$ cat config.mk
export PLATFORM = sky130hd
export DESIGN_NAME = qkv_drain_reader
export DESIGN_NICKNAME = d
export VERILOG_FILES = /design/src/rtl/qkv_drain_reader_pkg.sv /design/src/rtl/qkv_drain_reader_requant_sat.sv /design/src/rtl/qkv_drain_reader.sv
export SDC_FILE = /design/constraint.sdc
export NUM_CORES = 1
export LEC_CHECK = 0
export BUFFER_PORTS_ARGS = -buffer_cell sky130_fd_sc_hd__buf_2
export CAP_MARGIN = 20
export CORE_MARGIN = 1
export CORE_UTILIZATION = 30
export DETAILED_ROUTE_END_ITERATION = 16
export GPL_TIMING_DRIVEN = 0
export PLACE_DENSITY_LB_ADDON = 0.15
export SYNTH_ARGS = -nofsm -noshare
export SYNTH_HDL_FRONTEND = slang
export SYNTH_SLANG_ARGS = --single-unit
$ cat constraint.sdc
create_clock -name clk -period 16 [get_ports clk]
set_clock_uncertainty 0.1 [all_clocks]
set_input_delay 2.4 -clock clk [delete_from_list [all_inputs] [get_ports clk]]
set_output_delay 2.4 -clock clk [all_outputs]
set_load 0.05 [all_outputs]
$ cat src/rtl/qkv_drain_reader_pkg.sv
// Shared definitions for the QKV result-SRAM drain reader.
// Holds the datapath geometry, SRAM address strides, matrix encodings,
// the drain FSM state encoding and the beat record carried by the output FIFO.
package qkv_drain_reader_pkg;

  localparam int ACC_WIDTH  = 21;              // signed accumulator per SRAM word
  localparam int BIT_WIDTH  = 8;               // requantized element width
  localparam int WORDS      = 4;               // accumulators per SRAM row
  localparam int TOKENS     = 729;             // tokens per matrix
  localparam int CHANNEL    = 64;              // channels per matrix
  localparam int GROUPS     = CHANNEL / WORDS; // channel groups per token
  localparam int ADDR_WIDTH = 16;
  localparam int TOK_W      = 10;
  localparam int GRP_W      = 4;

  localparam logic [ADDR_WIDTH-1:0] TOK_STRIDE = 16'h0300;
  localparam logic [ADDR_WIDTH-1:0] MAT_STRIDE = 16'h3000;

  typedef enum logic [1:0] {
    MAT_Q = 2'd0,
    MAT_K = 2'd1,
    MAT_V = 2'd2
  } mat_e;

  typedef enum logic [1:0] {
    ST_IDLE  = 2'd0,
    ST_RUN   = 2'd1,
    ST_FLUSH = 2'd2,
    ST_DONE  = 2'd3
  } drain_state_e;

  // One output beat: requantized lanes plus the metadata tag that travels with it.
  typedef struct packed {
    logic                       last;
    logic [1:0]                 mat;
    logic [TOK_W-1:0]           token;
    logic [BIT_WIDTH*WORDS-1:0] data;
  } beat_t;

endpackage

$ cat src/rtl/qkv_drain_reader_requant_sat.sv
// One lane of requantization: rounding arithmetic right shift followed by
// saturation to the signed 8-bit range.
// Ports:
//   acc   in  ACC_WIDTH  signed accumulator
//   shift in  4          right-shift amount (0 = no rounding, no shift)
//   q     out BIT_WIDTH  saturated signed result
module requant_sat
  import qkv_drain_reader_pkg::*;
(
  input  logic [ACC_WIDTH-1:0] acc,
  input  logic [3:0]           shift,
  output logic [BIT_WIDTH-1:0] q
);

  // One extra bit so adding the rounding bias can never overflow.
  logic signed [ACC_WIDTH:0] wide;
  logic signed [ACC_WIDTH:0] bias;
  logic signed [ACC_WIDTH:0] sum;
  logic signed [ACC_WIDTH:0] shifted;

  always_comb begin
    wide = {acc[ACC_WIDTH-1], acc};
    bias = '0;
    if (shift != 4'd0) bias[shift - 4'd1] = 1'b1;
    sum     = wide + bias;
    shifted = sum >>> shift;
    if (shifted > 22'sd127)       q = 8'h7F;
    else if (shifted < -22'sd128) q = 8'h80;
    else                          q = shifted[BIT_WIDTH-1:0];
  end

endmodule

$ cat src/rtl/qkv_drain_reader.sv
// Read side of the QKV result SRAM. Walks Q, K then V in token-major order,
// requantizes each 4-word row and streams beats to the QK matmul stage.
// Ports:
//   clk, reset      clock, asynchronous active-high reset
//   start           1-cycle pulse, accepted only when idle
//   shift_amt       requant shift, latched on accepted start
//   rd_en, rd_addr  SRAM read strobe/address; rd_data is valid the cycle after rd_en
//   out_valid/out_ready/out_data/out_mat/out_token/out_last  output beat stream
//   busy            drain in progress
//   done            1-cycle pulse after the final beat is accepted
// Handshake: a beat transfers on a cycle with out_valid=1 and out_ready=1; while
// out_valid=1 and out_ready=0 every out_* field is held stable, and out_valid
// never drops before the beat has transferred.
module qkv_drain_reader
  import qkv_drain_reader_pkg::*;
(
  input  logic                       clk,
  input  logic                       reset,
  input  logic                       start,
  input  logic [3:0]                 shift_amt,
  output logic                       rd_en,
  output logic [ADDR_WIDTH-1:0]      rd_addr,
  input  logic [ACC_WIDTH*WORDS-1:0] rd_data,
  output logic                       out_valid,
  input  logic                       out_ready,
  output logic [BIT_WIDTH*WORDS-1:0] out_data,
  output logic [1:0]                 out_mat,
  output logic [TOK_W-1:0]           out_token,
  output logic                       out_last,
  output logic                       busy,
  output logic                       done
);

  drain_state_e state, state_next;

  logic [3:0]       shift_q;
  logic [1:0]       mat_q;
  logic [TOK_W-1:0] tok_q;
  logic [GRP_W-1:0] grp_q;

  // Tag of the read whose data is on rd_data this cycle.
  logic             inflight;
  logic             cap_last;
  logic [1:0]       cap_mat;
  logic [TOK_W-1:0] cap_tok;

  beat_t      fifo_mem [2];
  logic       wr_ptr, rd_ptr;
  logic [1:0] fifo_count;

  logic [BIT_WIDTH*WORDS-1:0] cap_data;
  beat_t                      cap_beat, head;
  logic                       issue, final_issue, push, pop;
  logic [ADDR_WIDTH-1:0]      addr;

  for (genvar lane = 0; lane < WORDS; lane++) begin : g_lane
    requant_sat u_requant_sat (
      .acc   (rd_data[lane*ACC_WIDTH +: ACC_WIDTH]),
      .shift (shift_q),
      .q     (cap_data[lane*BIT_WIDTH +: BIT_WIDTH])
    );
  end

  // Credit: FIFO entries plus the outstanding read never exceed the two slots.
  assign issue = (state == ST_RUN) &&
                 (({1'b0, fifo_count} + {2'b00, inflight}) < 3'd2);
  assign final_issue = issue && (mat_q == MAT_V) &&
                       (tok_q == TOK_W'(TOKENS - 1)) && (grp_q == GRP_W'(GROUPS - 1));

  assign addr = ({14'd0, mat_q} * MAT_STRIDE) + ({12'd0, grp_q} * TOK_STRIDE) +
                {6'd0, tok_q};
  assign rd_en   = issue;
  assign rd_addr = issue ? addr : '0;

  always_comb begin
    state_next = state;
    busy       = 1'b0;
    done       = 1'b0;
    unique case (state)
      ST_IDLE:  if (start) state_next = ST_RUN;
      ST_RUN: begin
        busy = 1'b1;
        if (final_issue) state_next = ST_FLUSH;
      end
      ST_FLUSH: begin
        busy = 1'b1;
        if (out_valid && out_ready && out_last) state_next = ST_DONE;
      end
      ST_DONE: begin
        done       = 1'b1;
        state_next = ST_IDLE;
      end
      default: state_next = ST_IDLE;
    endcase
  end

  always_ff @(posedge clk or posedge reset) begin
    if (reset) begin
      state    <= ST_IDLE;
      shift_q  <= '0;
      mat_q    <= MAT_Q;
      tok_q    <= '0;
      grp_q    <= '0;
      inflight <= 1'b0;
      cap_last <= 1'b0;
      cap_mat  <= '0;
      cap_tok  <= '0;
    end else begin
      state    <= state_next;
      inflight <= issue;
      if (state == ST_IDLE && start) begin
        shift_q <= shift_amt;
        mat_q   <= MAT_Q;
        tok_q   <= '0;
        grp_q   <= '0;
      end else if (issue) begin
        cap_last <= final_issue;
        cap_mat  <= mat_q;
        cap_tok  <= tok_q;
        if (grp_q == GRP_W'(GROUPS - 1)) begin
          grp_q <= '0;
          if (tok_q == TOK_W'(TOKENS - 1)) begin
            tok_q <= '0;
            mat_q <= (mat_q == MAT_V) ? MAT_Q : mat_q + 2'd1;
          end else begin
            tok_q <= tok_q + 10'd1;
          end
        end else begin
          grp_q <= grp_q + 4'd1;
        end
      end
    end
  end

  assign cap_beat = '{last: cap_last, mat: cap_mat, token: cap_tok, data: cap_data};

  // With the FIFO empty the freshly read beat is presented directly, which is
  // what lets a single outstanding read sustain one beat per cycle.
  always_comb begin
    head = '0;
    if (fifo_count != 2'd0) head = fifo_mem[rd_ptr];
    else if (inflight)      head = cap_beat;
  end

  assign out_valid = (fifo_count != 2'd0) || inflight;
  assign pop       = (fifo_count != 2'd0) && out_ready;
  assign push      = inflight && !((fifo_count == 2'd0) && out_ready);

  always_ff @(posedge clk or posedge reset) begin
    if (reset) begin
      for (int i = 0; i < 2; i++) fifo_mem[i] <= '0;
      wr_ptr     <= 1'b0;
      rd_ptr     <= 1'b0;
      fifo_count <= '0;
    end else begin
      if (push) begin
        fifo_mem[wr_ptr] <= cap_beat;
        wr_ptr           <= ~wr_ptr;
      end
      if (pop) rd_ptr <= ~rd_ptr;
      fifo_count <= fifo_count + {1'b0, push} - {1'b0, pop};
    end
  end

  assign out_data  = head.data;
  assign out_mat   = head.mat;
  assign out_token = head.token;
  assign out_last  = head.last;

endmodule

# [Word-level counts from Yosys, hierarchy flattened]
# Cells that the tools add are included.
[classes] n_shift=4 n_lt_le_gt_ge=14 addsub=13 n_mul=2 bitwise=5 muxes=38 eq_ne=9 reduce_logical=26
[ops] cell="$mux 45" count=6
[ops] cell="$bwmux 90" count=1
[ops] cell="$add 21x17->22" count=4
[ops] cell="$gt 22x8->1 const B" count=4
[ops] cell="$lt 22x8->1 const B" count=4
[ops] cell="$sshr 22x4->22" count=4
[ops] cell="$mux 8" count=8
[ops] cell="$demux 45 s1" count=1
[ops] cell="$mux 10" count=4
[ops] cell="$mux 16" count=2
[ops] cell="$add 16x10->16" count=1
[ops] cell="$add 16x14->16" count=1
[ops] cell="$mux 2" count=8
[ops] cell="$logic_and 1x1->1" count=12
[ops] cell="$mux 4" count=3
[ops] cell="$add 10x1->10 const B" count=1
[ops] cell="$eq 10x10->1 const B" count=1
[ops] cell="$pmux 2 s4" count=1
[ops] cell="$reduce_bool 2->1" count=4
[ops] cell="$eq 2x2->1 const B" count=3
[ops] cell="$lt 4x6->1 const B" count=1
[ops] cell="$mul 4x2->6 const B" count=1
[ops] cell="$ne 2x2->1 const B" count=3
[ops] cell="$reduce_and 3->1" count=2
[ops] cell="other kinds (23)" count=31
[word_totals] word_cells=131 regBits=130 input_bits=92 output_inout_bits=65

# [Longest topological paths before layout]
[depth] word_depth=16 ltp_mapped=24 ltp_nobuf=18

# [Hierarchy]
# From an unflattened synthesis, not the netlist that was laid out.
[unflattened] hier_cells=2160 area_unflattened_um2=17430.5
[modules_own_cells] mod="qkv_drain_reader" area_per_inst_um2=6897.9 cells_per_inst=579 seq_area_each_um2=3253.1 instances=1
[modules_own_cells] mod="requant_sat at g_lane[0].u_requant_sat" area_per_inst_um2=2788.9 cells_per_inst=415 seq_area_each_um2=0.0 instances=1
[modules_own_cells] mod="requant_sat at g_lane[1].u_requant_sat" area_per_inst_um2=2655.0 cells_per_inst=402 seq_area_each_um2=0.0 instances=1
[modules_own_cells] mod="requant_sat at g_lane[3].u_requant_sat" area_per_inst_um2=2561.2 cells_per_inst=389 seq_area_each_um2=0.0 instances=1
[modules_own_cells] mod="requant_sat at g_lane[2].u_requant_sat" area_per_inst_um2=2527.4 cells_per_inst=375 seq_area_each_um2=0.0 instances=1

# [Least setup slack after synthesis]
# No wires, ideal clock.
[synth_timing] path_type="input to output" from="input port rd_data[48]" to="output port out_data[18]" required_ns=13.500 stages=14 slack_ns=6.230 arrival_time_ns=7.270 path_buffers=1 cell_sequence="ha_1 > and3_1 > o41ai_1 > o21a_1 > a21boi_1 > o21a_1 > buf_2 > mux2i_1 > or4_4 > mux4_2 > a2111o_1 > o31ai_4 > o311ai_1 > a221oi_1"
[synth_between] elab_chain_cells=7 elab_cells_between_ends=8 classes_between="1 x add/sub; 2 x order compare; 1 x shift; 4 x mux"
[synth_lines] item="start: declaration" line="qkv_drain_reader.sv:23" source="input logic [ACC_WIDTH*WORDS-1:0] rd_data,"
[synth_lines] item="$add 21x17->22 *" line="qkv_drain_reader_requant_sat.sv:25" source="sum = wide + bias;"
[synth_lines] item="$sshr 22x4->22 *" line="qkv_drain_reader_requant_sat.sv:26" source="shifted = sum >>> shift;"
[synth_lines] item="$lt 22x8->1" line="qkv_drain_reader_requant_sat.sv:28" source="else if (shifted < -22'sd128) q = 8'h80;"
[synth_lines] item="$mux 8" line="qkv_drain_reader_requant_sat.sv:28"
[synth_lines] item="$mux 8 *" line="qkv_drain_reader_requant_sat.sv:27" source="if (shifted > 22'sd127) q = 8'h7F;"
[synth_lines] item="$mux 45 *" line="qkv_drain_reader.sv:142" source="else if (inflight) head = cap_beat;"
[synth_lines] item="$mux 45 *" line="qkv_drain_reader.sv:141" source="if (fifo_count != 2'd0) head = fifo_mem[rd_ptr];"
[synth_lines] item="end: declaration" line="qkv_drain_reader.sv:26" source="output logic [BIT_WIDTH*WORDS-1:0] out_data,"
# Every way passes the cells marked *; elsewhere a longest branch is shown, timed or not.

# [Worst setup path after layout]
[layout_timing] from="register shift_q[1]" to="output port out_data[24]"
[layout_between] elab_chain_cells=13 elab_cells_between_ends=16 classes_between="2 x add/sub; 4 x order compare; 1 x shift; 7 x mux; 2 x reduce/logical"
[layout_lines] item="start: declaration" line="qkv_drain_reader.sv:36" source="logic [3:0] shift_q;"
[layout_lines] item="start signal: assignment" line="qkv_drain_reader.sv:112" source="shift_q <= shift_amt;"
[layout_lines] item="$sub 4x1->4" line="qkv_drain_reader_requant_sat.sv:24" source="if (shift != 4'd0) bias[shift - 4'd1] = 1'b1;"
[layout_lines] item="$lt 4x6->1 (implied by the code) / $ge 4x1->1 (equally long branches)" line="qkv_drain_reader_requant_sat.sv:24"
[layout_lines] item="$logic_and 1x1->1 (implied by the code)" line="qkv_drain_reader_requant_sat.sv:24"
[layout_lines] item="$mux 1 (implied by the code)" line="qkv_drain_reader_requant_sat.sv:24"
[layout_lines] item="$demux 1 s4"
[layout_lines] item="$mux 16" line="qkv_drain_reader_requant_sat.sv:24"
[layout_lines] item="$add 21x17->22" line="qkv_drain_reader_requant_sat.sv:25"
[layout_lines] item="$sshr 22x4->22 *" line="qkv_drain_reader_requant_sat.sv:26"
[layout_lines] item="$lt 22x8->1" line="qkv_drain_reader_requant_sat.sv:28"
[layout_lines] item="$mux 8" line="qkv_drain_reader_requant_sat.sv:28"
[layout_lines] item="$mux 8 *" line="qkv_drain_reader_requant_sat.sv:27"
[layout_lines] item="$mux 45 *" line="qkv_drain_reader.sv:142"
[layout_lines] item="$mux 45 *" line="qkv_drain_reader.sv:141"
# Marks and branches as above.

==> flow_summary_export.csv <==
group,metric,value,unit
global_route,antenna_found_initial,2,
hold_path,holdPathEnd,"fifo_mem[37]$_DFFE_PP0P_",
clocking,clk_pin_slew,0.06,ns
routing,wl,89000,µm
power,p_leak,8.11,nW
synth,yosysUniqueCellTypes,108,
routing,via_per_inst,6.22,
worst_setup_path,reg2reg_depth,22,
floorplan,dieArea,60000,µm²
sta,fin_crit,12.89,ns
power,p_per_area,47.1,nW/µm²
floorplan,die_h,245,µm
global_route,grt_pass1_vias,19700,
power,p_comb_share,24.4,%
synth,synthArstFlopShare,100,%
floorplan,initial_core_util,30.5,%
placement,dpl.hpwl,71100,µm
worst_setup_path,cp-start-kind,"flip-flop",
outcome,status,"complete, no violations",
sta,grt_setup_unrepaired,"no",
placement,numPortBuffers,147,
routing,wl_per_cell,26.9,µm
synth,synth.area.top_cells,"dfrtp_1 (18%), nand2_1 (6.4%), mux2i_1 (5.5%)",
floorplan,chipWidth,245,µm
final_layout,drive_gt1_share,12.5,%
sta,hold_viol,0,
worst_setup_path,ff2ff_setup_slack,6.16,ns
synth,ys.flop_type,"dfrtp_1",
final_layout,fin_nets,2699,
hold_path,holdCritStartpoint,"fifo_mem[37]$_DFFE_PP0P_",
worst_setup_path,cp-end-kind,"primary output",
clocking,clock_path_buffers,2,
sta,drv_slew,0,
worst_setup_path,crit_required,13.50,ns
synth,synth_mux_area_share,10.5,%
synth,syn_area_per_cell,7.51,µm²
synth,synthCells,2358,
sta,finalSetupViolCount,0,
synth,synth-seq-cells,130,
power,p_seq_share,34.8,%
global_route,grt_use_total,29.0,%
worst_setup_path,reg2reg_to,"fifo_mem[75]$_DFFE_PP0P_",
synth,yosysSeqAreaShare,18.4,%
clocking,cts_setup_buffers,0,
final_layout,final_common_cell,"nand2_1",
clocking,cts_buffers,17,
power,p_switching,0.307,mW
global_route,overflow,0,
synth,synth_compound_area_share,31.4,%
routing,antenna_left,0,
power,clkPwrFrac,40.9,%
routing,drt_iter0_markers,2712,
synth,synth_edf_count,0,
sta,worstMarginPinSlew,1.19,ns
hold_path,hold_depth,2,
clocking,worst_skew_pair.late_latency,0.42,ns
sta,fmax,77.6,MHz
worst_setup_path,criticalPathCategory,"flip-flop to primary output",
sta,whs,0.375,ns
synth,synthXorXnorAreaFrac,5.44,%
sta,fin_crit_sh,80.5,%
worst_setup_path,critPathArrivalTime,10.39,ns
floorplan,row_count,88,
worst_setup_path,cp_max_fo,10,
placement,post-place-ws,3.68,ns
final_layout,synthToLayoutAreaGrowth,13.5,%
synth,yosysWarnings,0,
floorplan,boundaryPins,157,
clocking,cts.repair.resized,0,
synth,synthSimpleGateAreaFrac,22.9,%
power,p_total,0.946,mW
synth,synth_adder_area_share,6.10,%
synth,synth_top_family_by_area,"compound AO/OA/AOI/OAI gates",
clocking,cts_root_buffer,"clkbuf_16",
clocking,cts.hold.buffers_added,0,
clocking,cts_tree,"yes",
final_layout,final_cell_mix,"nand2_1 (303), nor2_1 (222), buf_2 (160)",
floorplan,core-area,58000,µm²
power,max-vdd-ir-drop,71.9,µV
sta,setup_tns,0,ns
routing,first_pass_iters,6,
power,swShare,32.4,%
global_route,grt_pass1_wl,130000,µm
worst_setup_path,r2r-start,"shift_q[1]$_DFFE_PP0P_",
power,internal_power,0.639,mW
sta,slew_headroom,20.8,%
sta,finalWorstSetupSlack,3.11,ns
routing,vias,20600,
synth,synth_top_area_share,18.4,%
clocking,h-tree-depth,4,
global_route,grt_start_max_net_pins,70,
clocking,cts.sinks,130,
flow_run,max_cap_viol_count,0,
routing,drc_errors,0,
synth,synth_area,17700,µm²
hold_path,hold_class,"flip-flop to flip-flop",
synth,yosys.area.top_type,"dfrtp_1",
placement,place_congestion,1.00,
## per-layer routing
layer | GRT usage (%) | vias to the layer above | part of all wire [%]
met3 | 5.46 | 180 | 9.0
met1 | 40.2 | 10200 | 44
li1 | - | 9226 | -
met4 | 10.3 | 2 | 3.5
met5 | 0 | - | 0.0090
met2 | 44.5 | 1048 | 43
## power by group through the flow
stage	logic (mW)	registers, mW	clock network [mW]
3_3_place_gp	0.223	0.335	0
6_report	0.231	0.329	0.387
2_1_floorplan	0.146	0.335	0
5_1_grt	0.247	0.329	0.409
3_5_place_dp	0.224	0.335	0
4_1_cts	0.225	0.329	0.394
## flip-flops by register name, indices dropped and copies added (netlist names)
signal,count
mat_q,2
fifo_mem,90
rd_ptr,1
wr_ptr,1
tok_q,10
cap_last,1
state,2
cap_mat,2
grp_q,4
fifo_count,2
cap_tok,10
inflight,1
shift_q,4
## synthesized netlist by cell type, types with 24 or more instances
cell,count
xnor2_1,85
nand3_1,74
nand2b_1,25
xor2_1,25
o22ai_1,32
clkbuf_1,124
mux2i_1,97
mux2_2,35
and2_1,36
o211ai_1,50
ha_1,67
dfrtp_1,130
inv_1,59
nor3_1,59
a21oi_1,140
a211oi_1,33
nor2_1,222
o21ai_0,147
and3_1,26
nand2_1,303
buf_1,27
a31oi_1,33
a221oi_1,24
a21o_1,29
## stage by stage
step / cell area (µm²) / cells / utilization [%]
6_report: 20100 / 3312 / 34.7
5_1_grt: 20100 / 3311 / 34.6
4_1_cts: 20100 / 3310 / 34.6
3_5_place_dp: 19500 / 3279 / 33.6
3_3_place_gp: 19400 / 3273 / 33.5
2_1_floorplan: 17700 / 2361 / -
## kinds of logic (layout without fill, tap and decap cells)
group / Yosys count / after routing
simple gates: 863 / 863
compound gates: 784 / 784
buf+inv: 231 / 416
mux: 154 / 154
flops: 130 / 130
xor+xnor: 110 / 110
fa+ha+maj: 85 / 85
other cells: 1 / 5
## worst max-delay path, cell delays in order (launching register included)
cell and delay, ns:
dfrtp_1 0.46, buf_4 0.24, clkbuf_1 0.42, buf_1 0.57
clkbuf_1 0.73, clkbuf_1 0.64, clkbuf_1 0.64, nand2_1 0.42
nor3_2 0.65, buf_6 0.24, ha_1 0.17, clkbuf_1 0.39
nand4_1 0.32, nand2_1 0.27, a41oi_1 0.37, o21ai_0 0.57
a31oi_1 0.18, a2111oi_0 0.85, o22ai_1 0.21, nor4_1 0.45
a2bb2oi_2 0.37, nand2b_1 0.30, o221ai_1 0.20, buf_2 0.26
## area by class of cell
type,instances,area [µm²]
Tap cell,765,957
Inverter,60,230
Multi-Input combinational cell,2000,13600
Buffer,171,698
Clock inverter,12,134
Fill cell,6244,37900
Timing Repair Buffer,154,832
Sequential cell,130,3250
Clock buffer,19,443
Antenna cell,1,2.50
## worst max path at each step
stage,cells after the start,start,endpoint
after floorplan,14,rd_data[48],out_data[18]
after global placement,22,shift_q[1]$_DFFE_PP0P_,out_data[24]
after detailed placement,24,shift_q[1]$_DFFE_PP0P_,out_data[21]
after CTS,24,shift_q[1]$_DFFE_PP0P_,out_data[21]
after global routing,23,shift_q[1]$_DFFE_PP0P_,out_data[10]
final,23,shift_q[1]$_DFFE_PP0P_,out_data[24]
Note: power is estimated with default switching activity, not from simulation.
